==> config.mk <==
export PLATFORM = sky130hd
export DESIGN_NAME = io_hex_display
export DESIGN_NICKNAME = d
export VERILOG_FILES = /design/src/rtl/io_hex_display.sv
export SDC_FILE = /design/constraint.sdc
export NUM_CORES = 1
export LEC_CHECK = 0
export BUFFER_PORTS_ARGS = -buffer_cell sky130_fd_sc_hd__buf_4
export CORE_ASPECT_RATIO = 0.5
export CORE_MARGIN = 1
export CORE_UTILIZATION = 30
export DETAILED_ROUTE_END_ITERATION = 12
export MAX_ROUTING_LAYER = met4
export SLEW_MARGIN = 20
export SYNTH_ARGS = -nofsm -noshare
export SYNTH_HDL_FRONTEND = slang
export SYNTH_SLANG_ARGS = --single-unit
==> constraint.sdc <==
create_clock -name clk -period 3.1 [get_ports clk]
set_input_delay 0.155 -clock clk [delete_from_list [all_inputs] [get_ports clk]]
set_output_delay 0.155 -clock clk [all_outputs]
set_load 0.01 [all_outputs]
==> src/rtl/io_hex_display.sv <==
`default_nettype none
// ============================================================================
// Module   : io_hex_display
// Brief    : Binary-to-decimal (double dabble) converter driving eight
//            active-low seven-segment displays from the CPU output register.
// Revision : 1.0 - initial release
// ============================================================================
module io_hex_display #(
    parameter int WIDTH         = 32,
    parameter int DIGITS        = 8,
    parameter int BLANK_LEADING = 1
) (
    input  logic             clk,
    input  logic             rst,
    input  logic             io_we,
    input  logic [WIDTH-1:0] io_data,
    output logic             busy,
    output logic             overflow,
    output logic [6:0]       HEX0,
    output logic [6:0]       HEX1,
    output logic [6:0]       HEX2,
    output logic [6:0]       HEX3,
    output logic [6:0]       HEX4,
    output logic [6:0]       HEX5,
    output logic [6:0]       HEX6,
    output logic [6:0]       HEX7
);

    localparam int NBCD = (WIDTH * 30103) / 100000 + 1;
    localparam int CNTW = (WIDTH > 1) ? $clog2(WIDTH) : 1;

    localparam logic [CNTW-1:0] c_last_iter = CNTW'(WIDTH - 1);
    localparam logic [6:0]      c_seg_blank = 7'h7F;
    localparam logic [6:0]      c_seg_zero  = 7'h40;

    localparam logic [1:0] c_st_idle  = 2'd0;
    localparam logic [1:0] c_st_conv  = 2'd1;
    localparam logic [1:0] c_st_latch = 2'd2;

    logic [1:0]             r_state;
    logic [WIDTH-1:0]       r_shift;
    logic [4*NBCD-1:0]      r_bcd;
    logic [CNTW-1:0]        r_cnt;
    logic                   r_pending;
    logic [WIDTH-1:0]       r_pend_data;
    logic                   r_overflow;
    logic [6:0]             r_disp [DIGITS];

    logic [4*NBCD-1:0]       w_bcd_adj;
    logic [4*NBCD+WIDTH-1:0] w_next;
    logic                    w_ovf;
    logic                    w_any_nz;
    logic [6:0]              w_disp [DIGITS];
    logic [6:0]              w_hex  [8];

    function automatic logic [6:0] f_seg(input logic [3:0] d);
        case (d)
            4'd0:    f_seg = 7'h40;
            4'd1:    f_seg = 7'h79;
            4'd2:    f_seg = 7'h24;
            4'd3:    f_seg = 7'h30;
            4'd4:    f_seg = 7'h19;
            4'd5:    f_seg = 7'h12;
            4'd6:    f_seg = 7'h02;
            4'd7:    f_seg = 7'h78;
            4'd8:    f_seg = 7'h00;
            4'd9:    f_seg = 7'h10;
            default: f_seg = 7'h7F;
        endcase
    endfunction

    always_comb begin
        w_bcd_adj = '0;
        for (int i = 0; i < NBCD; i++) begin
            if (r_bcd[4*i +: 4] >= 4'd5) begin
                w_bcd_adj[4*i +: 4] = r_bcd[4*i +: 4] + 4'd3;
            end else begin
                w_bcd_adj[4*i +: 4] = r_bcd[4*i +: 4];
            end
        end
    end

    // The top bit of the adjusted BCD falls off the shift; NBCD is sized so it is always zero.
    assign w_next = {w_bcd_adj, r_shift} << 1;

    generate
        if (NBCD > DIGITS) begin : g_ovf
            assign w_ovf = |r_bcd[4*NBCD-1:4*DIGITS];
        end else begin : g_no_ovf
            assign w_ovf = 1'b0;
        end
    endgenerate

    // Walk from the most significant displayed digit down, tracking whether any digit so far was nonzero.
    always_comb begin
        w_any_nz = 1'b0;
        for (int k = DIGITS - 1; k >= 0; k--) begin
            w_any_nz = w_any_nz | (r_bcd[4*k +: 4] != 4'd0);
            if ((BLANK_LEADING != 0) && !w_ovf && (k != 0) && !w_any_nz) begin
                w_disp[k] = c_seg_blank;
            end else begin
                w_disp[k] = f_seg(r_bcd[4*k +: 4]);
            end
        end
    end

    always_ff @(posedge clk) begin
        if (rst) begin
            r_state     <= c_st_idle;
            r_shift     <= '0;
            r_bcd       <= '0;
            r_cnt       <= '0;
            r_pending   <= 1'b0;
            r_pend_data <= '0;
            r_overflow  <= 1'b0;
            for (int k = 0; k < DIGITS; k++) begin
                r_disp[k] <= ((k == 0) || (BLANK_LEADING == 0)) ? c_seg_zero : c_seg_blank;
            end
        end else begin
            case (r_state)
                c_st_idle: begin
                    if (io_we) begin
                        r_shift   <= io_data;
                        r_bcd     <= '0;
                        r_cnt     <= '0;
                        r_pending <= 1'b0;
                        r_state   <= c_st_conv;
                    end else if (r_pending) begin
                        r_shift   <= r_pend_data;
                        r_bcd     <= '0;
                        r_cnt     <= '0;
                        r_pending <= 1'b0;
                        r_state   <= c_st_conv;
                    end
                end
                c_st_conv: begin
                    {r_bcd, r_shift} <= w_next;
                    r_cnt            <= r_cnt + 1'b1;
                    if (r_cnt == c_last_iter) begin
                        r_state <= c_st_latch;
                    end
                    if (io_we) begin
                        r_pending   <= 1'b1;
                        r_pend_data <= io_data;
                    end
                end
                c_st_latch: begin
                    for (int k = 0; k < DIGITS; k++) begin
                        r_disp[k] <= w_disp[k];
                    end
                    r_overflow <= w_ovf;
                    r_state    <= c_st_idle;
                    if (io_we) begin
                        r_pending   <= 1'b1;
                        r_pend_data <= io_data;
                    end
                end
                default: begin
                    r_state <= c_st_idle;
                end
            endcase
        end
    end

    generate
        for (genvar k = 0; k < 8; k++) begin : g_hex
            if (k < DIGITS) begin : g_live
                assign w_hex[k] = r_disp[k];
            end else begin : g_blank
                assign w_hex[k] = c_seg_blank;
            end
        end
    endgenerate

    assign HEX0     = w_hex[0];
    assign HEX1     = w_hex[1];
    assign HEX2     = w_hex[2];
    assign HEX3     = w_hex[3];
    assign HEX4     = w_hex[4];
    assign HEX5     = w_hex[5];
    assign HEX6     = w_hex[6];
    assign HEX7     = w_hex[7];
    assign overflow = r_overflow;
    assign busy     = (r_state != c_st_idle) | r_pending;

endmodule
`default_nettype wire

==> results of run 1 <==
power breakdown:
group          total, mW  leakage, nW  internal, mW  switching [mW]
Sequential          3.16         1.88          3.11          0.0480
Clock               3.15        0.414          1.90            1.25
Combinational      0.815         2.88         0.287           0.529
placed cells by master, fill, tap and decap left out, types with 9 or more instances in the layout:
| cell type | Yosys | final |
|---|---|---|
| o21ai_0 | 58 | 58 |
| a221oi_1 | 10 | 9 |
| or2_2 | 13 | 13 |
| dlygate4sd3_1 | 0 | 32 |
| clkbuf_16 | 0 | 25 |
| buf_4 | 4 | 120 |
| mux2i_1 | 38 | 38 |
| nand2b_1 | 26 | 26 |
| ha_1 | 74 | 73 |
| nor2_1 | 88 | 87 |
| o2bb2ai_1 | 9 | 9 |
| inv_1 | 54 | 54 |
| a21oi_1 | 98 | 98 |
| dfxtp_1 | 169 | 169 |
| xnor2_1 | 13 | 13 |
| edfxtp_1 | 56 | 56 |
| or3_1 | 27 | 27 |
| nand2_1 | 209 | 209 |
| a211oi_1 | 13 | 13 |
| a22oi_1 | 22 | 22 |
| or3_2 | 9 | 9 |
| and3_1 | 10 | 10 |
| a21o_1 | 13 | 13 |
| and2_1 | 18 | 17 |
| nor3_1 | 14 | 14 |
worst paths after layout:
path	depth (start not counted)	end	from
worst max register to register	11	flip-flop	r_state[0]
worst min-delay path	4	flip-flop	rst
worst min register to register	2	r_pend_data[15]	r_pend_data[15]
worst max-delay path	11	flip-flop	r_state[0]
stage by stage:
stage	hold slack [ps]	instance area, µm²	instances	total power, mW	worst slack [ps]
after floorplan	291	11000	1218	3.71	68.3
after global placement	415	12300	1753	4.00	189
after detailed placement	422	12300	1753	4.01	131
after CTS	33.0	13500	1829	7.23	106
after global routing	77.9	13500	1830	7.44	39.3
final	55.7	13500	1830	7.13	218
critical path, cell delays in order (launching register included):
cell and delay (ps):
dfxtp_1 320, inv_1 120, ha_1 170, or3b_1 500, and2_2 380, buf_4 210, a32oi_1 210, nor2_1 120
inv_1 160, ha_1 170, a21oi_1 60, a311o_1 330
cell type report:
class                   instances  share of cell area [%]
well taps                     484                    4.48
clock buffers                  26                    4.66
flip-flops and latches        225                    37.5
clock inverters                18                    1.75
repair buffers                155                    9.48
inverters                      54                    1.50
multi-input cells             868                    40.6
timing repair:
| action | CTS | global route |
|---|---|---|
| resized for setup | 0 | 2 |
| hold buffers | 32 | 0 |
| endpoints found under the hold margin | 32 | 0 |
| setup endpoints to repair | 0 | 21 |
layer usage:
| metal | vias to the layer above | track usage, % |
|---|---|---|
| met5 | - | - |
| met4 | 0 | 2.67 |
| met3 | 26 | 2.42 |
| met2 | 101 | 22.2 |
| met1 | 3998 | 16.7 |
| li1 | 4465 | - |
logic make-up after synthesis:
| group | Yosys count |
|---|---|
| and+or+nand+nor | 446 |
| AOI/OAI and AO/OA | 290 |
| DFF | 225 |
| buffers and inverters | 126 |
| adders and majority gates | 74 |
| muxes | 38 |
| xor gates and xnor gates | 19 |
==> flow_summary.json, run 1 <==
{
  "synth_cell_type_count": 66,
  "drt_drc_violations_left": 0,
  "p_leak_nw": 5.18,
  "drt_iter0_drc": 551,
  "synth_mux_area_share_pct": 3.45,
  "status": "finished, final reports clean",
  "synth_xor_area_share_pct": 1.51,
  "numCtsBuffers": 24,
  "drv_cap": 0,
  "regArea_um2": 5060,
  "critPathCaptureType": "flip-flop",
  "slew-limit-headroom_pct": 43.5,
  "place_congestion": 0.819,
  "clockBufferDepth": 3,
  "drive_gt1_share_pct": 15.3,
  "final_util_pct": 37.5,
  "wirelength_um": 24700,
  "fp.dieW_um": 273,
  "fillers": 3628,
  "start_kind": "flip-flop",
  "syn_to_final_growth_pct": 22.6,
  "max_freq_mhz": 347,
  "grt_setup_unrepaired": "no",
  "synth-seq-cells": 225,
  "pin_count": 93,
  "antenna_found_initial": 0,
  "path_clk_slew_ps": 60,
  "synth_compound_area_share_pct": 17.1,
  "path_max_fanout": 14,
  "peakVddDrop_mv": 0.301,
  "insertedDiodeCount": 0,
  "synth-edff-count": 56,
  "grt.total_usage_pct": 13.2,
  "wl_per_cell_um": 13.5,
  "synthTopCellsByArea": "dfxtp_1 (31%), edfxtp_1 (15%), ha_1 (8.4%), nand2_1 (7.1%), a21oi_1 (4.5%)",
  "ant_nets": 0,
  "portBuffers": 92,
  "met3_wirelength_um": 814,
  "wl_met2_um": 11500,
  "syn_nets": 1327,
  "yosys.cell_count.top_type": "nand2_1",
  "setup_viol": 0,
  "drt_pass1_iterations": 5,
  "grt_overflow": 0,
  "finalHoldViolCount": 0,
  "yosys.area.top_type": "dfxtp_1",
  "rows": 49,
  "insertion_delay_ps": 530,
  "synth-simple-area-share_pct": 19.0,
  "ys.flop_type": "dfxtp_1",
  "synth.avg_cell_area_um2": 9.05,
  "grt_max_degree": 174,
  "critPathKind": "reg -> reg",
  "met1Wirelength_um": 12000,
  "min_period_ps": 2880,
  "async_reset_ff_share_pct": 0,
  "hp-class": "in -> reg",
  "grt_pass1_wl_um": 39600,
  "synth_cells": 1218,
  "final.setup.tns_ps": 0,
  "die_y_um": 138,
  "yosysTopAreaCellShare_pct": 30.7,
  "drt-vias-per-instance": 4.69,
  "start_util_pct": 30.6,
  "coreArea_um2": 36000,
  "synth_top_family_by_area": "simple AND/OR/NAND/NOR gates",
  "fin_skew_ps": 10.9,
  "multiInputGateArea_um2": 5490,
  "cp.required_ps": 3510,
  "synth_area_um2": 11000,
  "synthAdderAreaFrac_pct": 8.40,
  "die-area_um2": 37500,
  "synth_common_cells": "nand2_1 (209), dfxtp_1 (169), a21oi_1 (98)",
  "grt_pass1_vias": 7873,
  "top_layer": "met4",
  "cts_tree": "done",
  "timing.final.crit_share_pct": 93.0,
  "ys_seq_area_share_pct": 46.0,
  "ys_warn_count": 0,
  "cts_setup_buffers": 0,
  "power-per-cell-area_nw_per_um2": 527,
  "htreeDepth": 1,
  "fin_nets": 1437,
  "vias": 8590,
  "worst_pin_slew_ps": 847,
  "hpwl_um": 15900,
  "cts.sinks": 225,
  "critical_path_arrival_ps": 3290,
  "reg2reg_slack_ps": 220,
  "slew_violations": 0,
  "cts_root_buffer": "clkbuf_16"
}
Power figures use the tool's default switching activity.
==> run 2: changes to the inputs <==
--- a/config.mk
+++ b/config.mk
@@ -6,11 +6,14 @@
 export NUM_CORES = 1
 export LEC_CHECK = 0
 export BUFFER_PORTS_ARGS = -buffer_cell sky130_fd_sc_hd__buf_4
+export CELL_PAD_IN_SITES_DETAIL_PLACEMENT = 0
+export CELL_PAD_IN_SITES_GLOBAL_PLACEMENT = 2
 export CORE_ASPECT_RATIO = 0.5
 export CORE_MARGIN = 1
 export CORE_UTILIZATION = 30
 export DETAILED_ROUTE_END_ITERATION = 12
 export MAX_ROUTING_LAYER = met4
+export PLACE_DENSITY_LB_ADDON = 0.1
 export SLEW_MARGIN = 20
 export SYNTH_ARGS = -nofsm -noshare
 export SYNTH_HDL_FRONTEND = slang
==> run 2 against run 1 <==
Highest routed layer unchanged; critical path depth unchanged; die area is the same; global-route usage rose by 1.2 points; clock power down 2%; sequential share of layout area rose by 0.13 points; clock-buffer cell count rose by 7; hold slack improved by 43 ps; total power decreased by 0.62%; non-clock buffer count fell by 3.
==> flow_summary.json, run 2 (same netlist as run 1, synthesis figures left out) <==
{
  "status": "finished, final reports clean",
  "grt_overflow": 0,
  "peakVddDrop_mv": 0.293,
  "timing.final.crit_share_pct": 93.6,
  "syn_to_final_growth_pct": 22.2,
  "final_common_cell": "nand2_1",
  "drt_drc_violations_left": 0,
  "grt_pass1_wl_um": 42500,
  "drt-vias-per-instance": 4.76,
  "min_period_ps": 2900,
  "fin_cells": 1828,
  "final.setup.tns_ps": 0,
  "critical_path_arrival_ps": 3370,
  "finalHoldViolCount": 0,
  "grt_pass1_vias": 8049,
  "grt_max_degree": 174,
  "path_max_fanout": 27,
  "max_freq_mhz": 345,
  "fin_nets": 1433,
  "drt_iter0_drc": 448,
  "drive_gt1_share_pct": 15.0,
  "coreArea_um2": 36000,
  "regArea_um2": 5060,
  "wirelength_um": 26400,
  "clockBufferDepth": 3,
  "rows": 49,
  "p_int_mw": 5.24,
  "p_switching_mw": 1.84,
  "setup_viol": 0,
  "slew-limit-headroom_pct": 44.3,
  "placed_cell_area_um2": 12300,
  "drv_cap": 0,
  "cts.sinks": 225,
  "path_clk_slew_ps": 70,
  "ant_nets": 0,
  "pin_count": 93,
  "fillers": 3673,
  "cts_root_buffer": "clkbuf_16",
  "total_power_mw": 7.08,
  "cp.required_ps": 3570,
  "cts_tree": "done",
  "worst_hold_slack_ps": 98.6,
  "slew_violations": 0,
  "htreeDepth": 1,
  "combPwrFrac_pct": 11.7,
  "power-per-cell-area_nw_per_um2": 526,
  "antenna_found_initial": 1,
  "layout_common_cells": "nand2_1 (209), dfxtp_1 (169), buf_4 (118)",
  "vias": 8700,
  "insertion_delay_ps": 540,
  "dpl.cell_count": 1750,
  "grt.total_usage_pct": 14.4,
  "place_congestion": 0.776,
  "die_y_um": 138,
  "p_sw_share_pct": 26.0,
  "wl_per_cell_um": 14.4,
  "start_kind": "flip-flop",
  "critPathCaptureType": "flip-flop",
  "start_util_pct": 30.6,
  "portBuffers": 92,
  "fin_ws_ps": 197,
  "final_util_pct": 37.4,
  "fin_skew_ps": 27.3,
  "pwr-share-seq_pct": 44.6,
  "dp_slack_ps": 86.6,
  "die-area_um2": 37500,
  "fp.dieW_um": 273,
  "design_area_um2": 13500,
  "worst_pin_slew_ps": 833,
  "critPathKind": "reg -> reg",
  "clkPwrFrac_pct": 43.7,
  "hp-class": "in -> reg",
  "drt_pass1_iterations": 5,
  "multiInputGateArea_um2": 5500,
  "numCtsBuffers": 24,
  "p_leak_nw": 5.15,
  "hpwl_um": 17100
}
[run 2: cell types whose count changed in the layout (fill, tap and decap cells not counted), sizes merged, moves of 2 or more]
| cell | previous run | this run |
|---|---|---|
| bufinv | 5 | 3 |
| diode | 0 | 2 |
| buf | 123 | 120 |
| clkinvlp | 4 | 2 |
| clkbuf | 26 | 33 |
| inv | 56 | 54 |
[run 2: worst paths after layout]
kind / slack (ps) / startpoint / cells after the start / endpoint
hold / removal: 100 / rst / 3 / w_disp[55]
setup / recovery: 200 / r_state[0] / 11 / flip-flop
hold reg to reg: 450 / r_pend_data[26] / 2 / r_pend_data[26]
setup reg to reg: 200 / r_state[0] / 11 / flip-flop
[run 2: per-layer routing]
metal / vias up / share of wire, % / GRT usage (%)
li1: 4452 / - / -
met5: - / 0 / -
met4: 0 / 1.6 / 3.20
met1: 4102 / 50 / 19.1
met2: 118 / 45 / 22.9
met3: 28 / 3.5 / 2.77
[run 2: power by group through the flow]
stage,Combinational [mW],Clock [mW],Sequential [mW]
after floorplan,0.476,0,3.23
after CTS,0.852,3.22,3.16
after global routing,0.926,3.33,3.17
after detailed placement,0.819,0,3.22
final,0.831,3.09,3.16
after global placement,0.811,0,3.22
[run 2: area by class of cell]
class	count	area share, %
Tap cell	484	4.50
Clock buffer	33	5.24
Antenna cell	2	0.0372
Inverter	54	1.51
Timing Repair Buffer	152	9.25
Multi-Input combinational cell	867	40.8
Sequential cell	225	37.6
Clock inverter	11	1.05
[run 2: repair_timing]
action / in CTS / in global routing
hold endpoints to repair: 32 / 0
gates resized for setup: 0 / 2
hold buffers: 32 / 0
setup buffers: 0 / 0
endpoints found under the setup margin: 0 / 11
[run 2: worst max-delay path, stage by stage (launching register included)]
cell and delay, ps:
dfxtp_1 380, inv_1 110, ha_1 220, or3b_4 300, and2_1 190, buf_12 210, a22oi_1 130, nor2_1 250
inv_1 120, ha_1 320, or3b_2 440, a21oi_1 170
